===== src/rtl/jz_seg7_display_ctrl.sv =====
// jz_seg7_display_ctrl: bus-mapped 8-digit multiplexed seven-segment driver.
// Ports: clk, rst (async high), ce/we/addr/sel/data_i/data_o bus, an_n, seg_n.
// Registers: 0 DATA, 1 DPMASK, 2 DIGEN, 3 BLINK (present with SEG7_BLINK_EN).
module jz_seg7_display_ctrl #(
  parameter int SCAN_DIV     = 50000,
  parameter int BLINK_FRAMES = 125
) (
  input  logic        clk,
  input  logic        rst,
  input  logic        ce,
  input  logic        we,
  input  logic [3:0]  addr,
  input  logic [3:0]  sel,
  input  logic [31:0] data_i,
  output logic [31:0] data_o,
  output logic [7:0]  an_n,
  output logic [7:0]  seg_n
);

  localparam int PW = $clog2(SCAN_DIV);
  localparam logic [PW-1:0] PMAX = PW'(SCAN_DIV - 1);

  logic [31:0]   data_r;
  logic [7:0]    dpmask;
  logic [7:0]    digen;
  logic [PW-1:0] presc;
  logic [2:0]    idx;
  logic          slot_end;
  logic          blank;
  logic          lit;
  logic [3:0]    digit;
  logic [31:0]   rd_val;
  logic          unused_ok;

  assign slot_end = (presc == PMAX);
  assign digit    = data_r[{idx, 2'b00} +: 4];
  assign lit      = digen[idx] & ~blank;

  function automatic logic [6:0] hex7(input logic [3:0] v);
    case (v)
      4'h0:    hex7 = 7'b1000000;
      4'h1:    hex7 = 7'b1111001;
      4'h2:    hex7 = 7'b0100100;
      4'h3:    hex7 = 7'b0110000;
      4'h4:    hex7 = 7'b0011001;
      4'h5:    hex7 = 7'b0010010;
      4'h6:    hex7 = 7'b0000010;
      4'h7:    hex7 = 7'b1111000;
      4'h8:    hex7 = 7'b0000000;
      4'h9:    hex7 = 7'b0010000;
      4'hA:    hex7 = 7'b0001000;
      4'hB:    hex7 = 7'b0000011;
      4'hC:    hex7 = 7'b1000110;
      4'hD:    hex7 = 7'b0100001;
      4'hE:    hex7 = 7'b0000110;
      default: hex7 = 7'b0001110;
    endcase
  endfunction

`ifdef SEG7_BLINK_EN
  localparam int FW = (BLINK_FRAMES > 1) ? $clog2(BLINK_FRAMES) : 1;
  localparam logic [FW-1:0] FMAX = FW'(BLINK_FRAMES - 1);

  logic [7:0]    blink_r;
  logic [FW-1:0] frame;
  logic          phase;

  assign blank     = phase & blink_r[idx];
  assign unused_ok = ^addr[1:0];

  // Frame counter advances when the scan wraps from digit 7 to digit 0.
  always_ff @(posedge clk or posedge rst) begin
    if (rst) begin
      frame <= '0;
      phase <= 1'b0;
    end else if (slot_end && idx == 3'd7) begin
      if (frame == FMAX) begin
        frame <= '0;
        phase <= ~phase;
      end else begin
        frame <= frame + 1'b1;
      end
    end
  end
`else
  assign blank     = 1'b0;
  assign unused_ok = ^{addr[1:0], BLINK_FRAMES[0]};
`endif

  // Register writes
  always_ff @(posedge clk or posedge rst) begin
    if (rst) begin
      data_r  <= '0;
      dpmask  <= '0;
      digen   <= 8'hFF;
`ifdef SEG7_BLINK_EN
      blink_r <= '0;
`endif
    end else if (ce && we) begin
      case (addr[3:2])
        2'd0: begin
          for (int i = 0; i < 4; i++)
            if (sel[i]) data_r[8*i +: 8] <= data_i[8*i +: 8];
        end
        2'd1: if (sel[0]) dpmask <= data_i[7:0];
        2'd2: if (sel[0]) digen  <= data_i[7:0];
`ifdef SEG7_BLINK_EN
        2'd3: if (sel[0]) blink_r <= data_i[7:0];
`endif
        default: ;
      endcase
    end
  end

  always_comb begin
    rd_val = '0;
    case (addr[3:2])
      2'd0: rd_val = data_r;
      2'd1: rd_val = {24'b0, dpmask};
      2'd2: rd_val = {24'b0, digen};
`ifdef SEG7_BLINK_EN
      2'd3: rd_val = {24'b0, blink_r};
`endif
      default: rd_val = '0;
    endcase
  end

  always_ff @(posedge clk or posedge rst) begin
    if (rst)
      data_o <= '0;
    else if (ce && !we)
      data_o <= rd_val;
  end

  // Scan timing: each digit owns SCAN_DIV cycles, lit or not.
  always_ff @(posedge clk or posedge rst) begin
    if (rst) begin
      presc <= '0;
      idx   <= '0;
    end else if (slot_end) begin
      presc <= '0;
      idx   <= idx + 3'd1;
    end else begin
      presc <= presc + 1'b1;
    end
  end

  always_ff @(posedge clk or posedge rst) begin
    if (rst) begin
      an_n  <= 8'hFF;
      seg_n <= 8'hFF;
    end else if (lit) begin
      an_n  <= ~(8'b1 << idx);
      seg_n <= {~dpmask[idx], hex7(digit)};
    end else begin
      an_n  <= 8'hFF;
      seg_n <= 8'hFF;
    end
  end

endmodule


===== config.mk =====
export PLATFORM = sky130hd
export DESIGN_NAME = jz_seg7_display_ctrl
export DESIGN_NICKNAME = d
export VERILOG_FILES = /design/src/rtl/jz_seg7_display_ctrl.sv
export SDC_FILE = /design/constraint.sdc
export NUM_CORES = 1
export LEC_CHECK = 0
export CELL_PAD_IN_SITES_DETAIL_PLACEMENT = 0
export CELL_PAD_IN_SITES_GLOBAL_PLACEMENT = 1
export CORE_MARGIN = 3
export CORE_UTILIZATION = 43
export CTS_CLUSTER_DIAMETER = 120
export CTS_CLUSTER_SIZE = 25
export DETAILED_ROUTE_END_ITERATION = 10
export GPL_TIMING_DRIVEN = 0
export PLACE_DENSITY_LB_ADDON = 0.2
export SYNTH_ARGS = -nofsm -noshare
export SYNTH_HDL_FRONTEND = slang
export SYNTH_SLANG_ARGS = --single-unit

===== constraint.sdc =====
create_clock -name clk -period 4.45 [get_ports clk]
set_input_delay 0.89 -clock clk [delete_from_list [all_inputs] [get_ports clk]]
set_output_delay 0.89 -clock clk [all_outputs]
set_load 0.02 [all_outputs]

# After elaboration in Yosys (flattened, before gate mapping)
# Memories as Yosys holds them, arrays and structs flattened.
# Index checks and enable logic that the tools add are counted.
[totals]
n_memories = 1
reg_bits = 115
mem_bits_ro = 112
wordCells = 40
[op_classes]
eq_ne = 3
magnitude_cmp = 1
n_bitwise = 2
n_reduce_logical = 10
shifts = 2
mux = 8
add_sub_neg = 2
[mem_list]
columns = ["memory", "depth", "word_bits", "read_ports", "rd_ports_with_merged_regs", "wr", "line_no", "rtl"]
rows = [
  ["(name not given)", 16, 7, 1, 0, 0, "40", "case (v)"],
]
[op_table]
columns = ["op", "count"]
rows = [
  ["case mux 32 bit (3 select lines)", 1],
  ["indexed part select 32 x 6 -> 4 bit", 1],
  ["AND reduction 3 bit", 6],
  ["adder 16 x 1 -> 16 bit, second input constant", 1],
  ["equality test 16 bit, second input constant", 1],
  ["two-way mux 16 bit", 1],
  ["two-way mux 8 bit", 2],
  ["inverter 8 bit", 1],
  ["left shift 1 x 3 -> 8 bit, first input constant", 1],
  ["binary-select mux 1 bit (select 3 bit)", 2],
  ["< comparator 3 x 4 -> 1 bit, second input constant", 1],
  ["adder 3 x 1 -> 3 bit, second input constant", 1],
  ["equality test 2 x 1 -> 1 bit, second input constant", 1],
  ["equality test 2 bit, second input constant", 1],
  ["logical AND 1 bit", 2],
  ["zero test 2 bit", 1],
  ["two-way mux 1 bit", 2],
  ["zero test 1 bit", 1],
  ["inverter 1 bit", 1],
]

# Depth between registers and ports, before layout
# Gate-level depths: netlist of the first run.
[depth]
ltp_word = 4
mapped_depth = 10
depth_no_buf = 8

# Least setup slack after synthesis of the first run
# Ideal clock, no wire load.
[synth_path]
kind = "flip-flop to flip-flop"
startpoint = "register idx[0]"
endpoint = "register seg_n[3]"
n_path_buf = 2
synth_period_minus_slack_ns = 2.263
t_required_ns = 4.374
setup_ns = 0.076
path_stages_with_launch = 10
slack_ns = 2.187
t_arrival_ns = 2.187
path_cell_list = "dfrtp_1 buf_6 buf_12 mux4_2 mux2_2 inv_1 ha_1 nor3_1 a21oi_1 a31oi_2"
[synth_between]
elab_chain_len = 3
word_cells_on_any_way = 5
classes_between = "1 x shift; 3 x mux; 1 x memory"
[synth_rtl]
columns = ["element", "line_no", "rtl"]
rows = [
  ["start: declaration", "27", "logic [2:0] idx;"],
  ["start signal: assignment", "142", "idx <= idx + 3'd1;"],
  ["indexed part select 32 x 6 -> 4 bit or binary-select mux 1 bit (select 3 bit) (tied branches)", "36, 37", ""],
  ["memory read (16 x 7 bit) or two-way mux 1 bit (tied branches)", "-", ""],
  ["two-way mux 8 bit (*)", "152", "end else if (lit) begin"],
  ["end signal: assignment", "154", "seg_n <= {~dpmask[idx], hex7(digit)};"],
  ["end: declaration", "17", "output logic [7:0] seg_n"],
]
# Mark *: on every way between the ends. The rest lies on a longest branch, timed or not. The select of a mux whose other input is x is not followed.
# A chain may end at the register's enable or synchronous reset.

# Final worst setup path of the first run
[layout_path]
startpoint = "input addr[2]"
endpoint = "register data_o[13]"
[layout_between]
elab_chain_len = 2
word_cells_on_any_way = 4
classes_between = "2 x eq/ne; 1 x mux; 1 x reduce/logical"
[layout_rtl]
columns = ["element", "line_no", "rtl"]
rows = [
  ["start: declaration", "12", "input logic [3:0] addr,"],
  ["equality test 2 bit (tied with other cells)", "117", "case (addr[3:2])"],
  ["case mux 32 bit (3 select lines) (*)", "117", ""],
  ["end signal: assignment", "132", "data_o <= rd_val;"],
  ["end: declaration", "15", "output logic [31:0] data_o,"],
]
# Mark *: on every way between the ends. The rest lies on a longest branch, timed or not.

==> flow_summary.ini, run 1 <==
[worst_setup_path]
worstPathArrival_ps = 3000
worstPathRequired_ps = 4800
crit_fanout = 10
crit_path_start_kind = input pin
endpoint_kind = flop
critPathKind = in2reg

[global_route]
grtUsageMet1 = 0.263
antenna_found_initial = 0
top_usage_layer = met2
grt_use_total = 0.193
grt_pass1_vias = 3735
met3_usage = 0.0751
grt.overflow.total = 0
grt_max_degree = 68
grt_pass1_wl_um = 19500
use_met2 = 0.290

[power]
finalPower_mw = 3.37
power.internal_mw = 2.52
clkPwrFrac = 0.411
p_sw_frac = 0.253
p_sw_uw = 853
combinationalPowerShare = 0.189
leakage_nw = 2.97
power_density_nw_per_um2 = 488
p_seq_frac = 0.401
ir_drop_mv = 0.268

[route]
drt_wl_total_um = 11800
vias_per_cell = 5.31
final_antenna_net_count = 0
drt-initial-drc-count = 187
vias = 3522
dr.pass1.iters = 4
wire_per_inst_um = 17.8
drc = 0

[logic_synthesis]
yosysSeqAreaShare = 0.558
syn_area_um2 = 5220
yosysTopAreaCellShare = 0.437
yosysWarnings = 0
synthArstFlopShare = 1.00
ys.flop_type = dfrtp_1
yosysTopAreaCell = dfrtp_1
synthTopCellsByArea = dfrtp_1 (44%), dfstp_2 (12%), mux2_2 (11%)
synth_edf_count = 0
avgSynthCellArea_um2 = 13.1
synth.distinct_cells = 43
ys_ff_latch = 115
postSynthNetCount = 456
syn_inst = 399

[cells_and_area]
drive_above_1_share = 0.256
synthToLayoutAreaGrowth_pct = 32.5
fin_area_um2 = 6910
final_common_cell = dfrtp_1
fin_nets = 565
diodes = 0
mostFrequentLayoutCells = dfrtp_1 (91), clkdlybuf4s50_1 (89), mux2_2 (53)

[timing]
tightest_slew_ps = 830
min_period_over_period = 0.595
holdWs_ps = 481
max_freq_ghz = 0.378
skew_ps = 12.6
hold_viol = 0
fin_crit_ps = 2650
slew_viol_final = 0
finalSetupViolations = 0
rsz0062_at_grt = no
tns_ps = 0
slew-limit-headroom = 0.447

[clock_network]
cts_resized = 0
clk_pin_slew_ps = 50
clock_path_buffers = 2
cts-root-buf = clkbuf_16
cts_hold_buf = 0
cts_sinks = 115
clock_latency_ps = 410
htreeDepth = 4
postCtsSetupRepairBufs = 0
numCtsBuffers = 17
cts_tree = done

[die]
core-area_um2 = 11600
rows = 39
ios = 92
design.die.area_um2 = 13500
die_x_um = 116
start_util = 0.449
die_h_um = 116

[placed_design]
dp_hpwl_um = 8420
port-buffer-count = 89
gp_congestion = 0.768
placed_cell_area_um2 = 6310

[run_status]
status = complete, no violations

[job]
drv_cap = 0

[worst_hold_path]
hold_path.class = reg2reg
[synth_stat cells, types with 7 or more instances]
| master | count |
|---|---|
| a22o_1 | 25 |
| a21oi_1 | 12 |
| nor2_1 | 22 |
| mux2i_1 | 12 |
| o21ai_0 | 9 |
| clkbuf_1 | 11 |
| xor2_1 | 10 |
| mux2_2 | 53 |
| ha_1 | 13 |
| inv_1 | 8 |
| nand2_1 | 32 |
| mux4_2 | 10 |
| nand3_1 | 10 |
| dfrtp_1 | 91 |
| nor3_1 | 7 |
| dfstp_2 | 24 |
[final cells by class]
cell class              instances  area, um^2
plain buffers                  20         116
clock buffers                  24         462
clock inverters                 7         135
fillers                       975        4700
inverters                       9        36.3
multi-input cells             255        2160
flip-flops and latches        115        2910
well taps                     143         179
repair buffers                 90         918
[stage by stage]
stage	instances	setup slack, ps	utilization
finish	663	1800	0.595
global placement	631	-1030	0.541
floorplan	399	556	-
detailed placement	632	1400	0.544
global route	663	1650	0.595
CTS	663	1770	0.595
[cells by family (layout without fill, tap and decap cells)]
family | count (synthesis) | after routing | synth area share
flops | 115 | 115 | 0.558
compound gates | 58 | 58 | 0.0842
buf+inv | 29 | 150 | 0.0288
xor+xnor | 15 | 15 | 0.0252
simple gates | 91 | 91 | 0.0809
mux | 78 | 78 | 0.192
fa+ha+maj | 13 | 13 | 0.0312
[state kept, by name, indices dropped and copies added, names as in the netlist]
register  cells
data_r       32
digen         8
an_n          8
seg_n         8
data_o       32
dpmask        8
idx           3
presc        16
[power groups by stage]
stage | clock network [mW] | registers (mW) | logic, mW
2_1_floorplan | 0 | 1.41 | 0.324
3_3_place_gp | 0 | 1.36 | 0.625
3_5_place_dp | 0 | 1.36 | 0.640
4_1_cts | 1.41 | 1.35 | 0.644
5_1_grt | 1.47 | 1.37 | 0.691
6_report | 1.38 | 1.35 | 0.635
[worst max-delay path: stages]
cell and delay (ps):
clkdlybuf4s50_1 440, clkbuf_1 280, nor3_1 670, clkbuf_1 490, a22o_1 210
[final timing paths]
| check | from | endpoint | slack, ps | cells after the start |
|---|---|---|---|---|
| max | addr[2] | data_o[13]$_DFFE_PP0P_ | 1800 | 5 |
| min | data_o[5]$_DFFE_PP0P_ | data_o[5]$_DFFE_PP0P_ | 480 | 2 |
| max reg2reg | idx[0]$_DFFE_PP0N_ | seg_n[3]$_DFF_PP1_ | 1940 | 9 |
| min reg2reg | data_o[5]$_DFFE_PP0P_ | data_o[5]$_DFFE_PP0P_ | 480 | 2 |
| max in group asynchronous | rst | seg_n[4]$_DFF_PP1_ | 2660 | 3 |
| min in group asynchronous | rst | presc[12]$_DFF_PP0_ | 1020 | 2 |
[routing by layer]
metal	wire length, um	part of all wire
met1	5520	0.47
met2	5590	0.47
met3	637	0.054
met4	63	0.0053
met5	0	0
Power figures use the tool's default switching activity.
==> inputs of run 2 (changes only) <==
--- a/config.mk
+++ b/config.mk
@@ -8,7 +8,7 @@
 export CELL_PAD_IN_SITES_DETAIL_PLACEMENT = 0
 export CELL_PAD_IN_SITES_GLOBAL_PLACEMENT = 1
 export CORE_MARGIN = 3
-export CORE_UTILIZATION = 43
+export CORE_UTILIZATION = 38
 export CTS_CLUSTER_DIAMETER = 120
 export CTS_CLUSTER_SIZE = 25
 export DETAILED_ROUTE_END_ITERATION = 10
==> constraint.sdc (replaced) <==
create_clock -name clk -period 2.4 [get_ports clk]
set_input_delay 0.48 -clock clk [delete_from_list [all_inputs] [get_ports clk]]
set_output_delay 0.48 -clock clk [all_outputs]
set_load 0.02 [all_outputs]
==> run 2 against run 1 <==
  * Power increased by 86%
  * Combinational power increased by 87%
  * Cell area increased by 1.7%
  * Via count fell by 0.43%
  * First-iteration DRC count decreased by 20%
  * Setup slack lost 1600 ps
  * Sequential power is 85% higher
  * Clock power up 88%
  * Sequential share of layout area is 0.70 points lower
  * Non-clock buffer count increased by 6
  * Die area up 12%
==> flow_summary.ini, run 2 (same netlist as run 1, synthesis figures left out) <==
[route]
dr.pass1.iters = 4
vias = 3507
vias_per_cell = 4.99
drt_wl_total_um = 12000
final_antenna_net_count = 0
drc = 0
wire_per_inst_um = 17.1
drt-initial-drc-count = 150

[worst_setup_path]
critPathKind = reg2reg
crit_path_start_kind = flop
worstPathRequired_ps = 2740
endpoint_kind = flop
worstPathArrival_ps = 2590
crit_fanout = 10

[timing]
fin_crit_ps = 2240
hold_viol = 0
min_period_over_period = 0.935
rsz0062_at_grt = no
holdWs_ps = 485
slew-limit-headroom = 0.425
tns_ps = 0
tightest_slew_ps = 860
max_freq_ghz = 0.446
skew_ps = 12.2
finalSetupViolations = 0
slew_viol_final = 0

[global_route]
grt_max_degree = 44
grt_pass1_vias = 3741
grt_pass1_wl_um = 19900
antenna_found_initial = 0
grt.overflow.total = 0
grt_use_total = 0.176

[die]
start_util = 0.391
design.die.area_um2 = 15200
rows = 42
core-area_um2 = 13300
die_h_um = 123
ios = 92
die_x_um = 123

[cells_and_area]
fillers = 1197
fin_nets = 571
mostFrequentLayoutCells = dfrtp_1 (91), clkdlybuf4s50_1 (89), mux2_2 (52)
seq_area_um2 = 2910
drive_above_1_share = 0.279
largestRegisters = data_o: 32 flops, data_r: 32 flops, presc: 16 flops
multi_input_area_um2 = 2170
fin_area_um2 = 7030
diodes = 0
final_common_cell = dfrtp_1
synthToLayoutAreaGrowth_pct = 34.8

[placed_design]
placed_cell_area_um2 = 6370
gp_congestion = 0.762
dp_hpwl_um = 8660
port-buffer-count = 89

[power]
leakage_nw = 3.00
ir_drop_mv = 0.482
p_sw_frac = 0.265
p_seq_frac = 0.397
power_density_nw_per_um2 = 894
clkPwrFrac = 0.413
combinationalPowerShare = 0.190
finalPower_mw = 6.28
p_sw_mw = 1.66
power.internal_mw = 4.62

[clock_network]
cts-root-buf = clkbuf_16
clock_path_buffers = 2
cts_sinks = 115
clock_latency_ps = 420
numCtsBuffers = 17
htreeDepth = 4
clk_pin_slew_ps = 60
cts_tree = done

[worst_hold_path]
hold_path.class = reg2reg

[job]
drv_cap = 0

[run_status]
status = complete, no violations
## run 2: timing repair
| action | CTS | global route |
|---|---|---|
| gates resized for setup | 3 | 1 |
| endpoints found under the setup margin | 3 | 3 |
| pin swaps | 0 | 1 |
| cloned | 0 | 0 |
| setup buffers | 3 | 2 |
| hold buffers | 0 | 0 |
## run 2: layer usage
layer | up-vias | part of all wire | GRT usage
met3 | 17 | 0.045 | 0.0485
met2 | 83 | 0.46 | 0.264
met4 | 0 | 0.022 | 0.0865
met5 | - | 0 | 0
met1 | 1750 | 0.47 | 0.235
li1 | 1657 | - | -
## run 2: worst paths after layout
check	start	endpoint	slack, ps	depth (start not counted)
setup reg to reg	idx[0]$_DFFE_PP0N_	seg_n[3]$_DFF_PP1_	160	9
hold reg to reg	data_o[0]$_DFFE_PP0P_	data_o[0]$_DFFE_PP0P_	480	2
max in group asynchronous	rst	seg_n[4]$_DFF_PP1_	1090	3
setup / recovery	idx[0]$_DFFE_PP0N_	seg_n[3]$_DFF_PP1_	160	9
hold / removal	data_o[0]$_DFFE_PP0P_	data_o[0]$_DFFE_PP0P_	480	2
min in group asynchronous	rst	idx[2]$_DFFE_PP0N_	590	2
## run 2: stage by stage
step,instances,setup slack [ps],utilization
6_report,703,156,0.527
5_1_grt,703,14.0,0.527
4_1_cts,701,1.64,0.525
3_5_place_dp,666,-204,0.477
3_3_place_gp,664,-569,0.474
2_1_floorplan,399,137,-
## run 2: worst max-delay path, stage by stage (launching register included)
cell and delay, ps:
dfrtp_1 380, buf_6 120, buf_12 140, mux4_2 500, mux2_4 310, inv_2 90
ha_1 260, nor3_2 110, a21oi_1 70, a31oi_2 190
## run 2: final cells by class
cell class | count | area share
clock buffers | 20 | 0.0650
repair buffers | 96 | 0.138
multi-input cells | 255 | 0.308
plain buffers | 20 | 0.0169
flip-flops and latches | 115 | 0.414
inverters | 9 | 0.00534
clock inverters | 12 | 0.0219
well taps | 176 | 0.0313
## run 2: power groups by stage
stage | clock [mW] | combinational, mW | sequential (mW)
2_1_floorplan | 0 | 0.601 | 2.61
3_3_place_gp | 0 | 1.16 | 2.52
3_5_place_dp | 0 | 1.19 | 2.53
4_1_cts | 2.64 | 1.21 | 2.50
5_1_grt | 2.74 | 1.31 | 2.54
6_report | 2.59 | 1.19 | 2.50
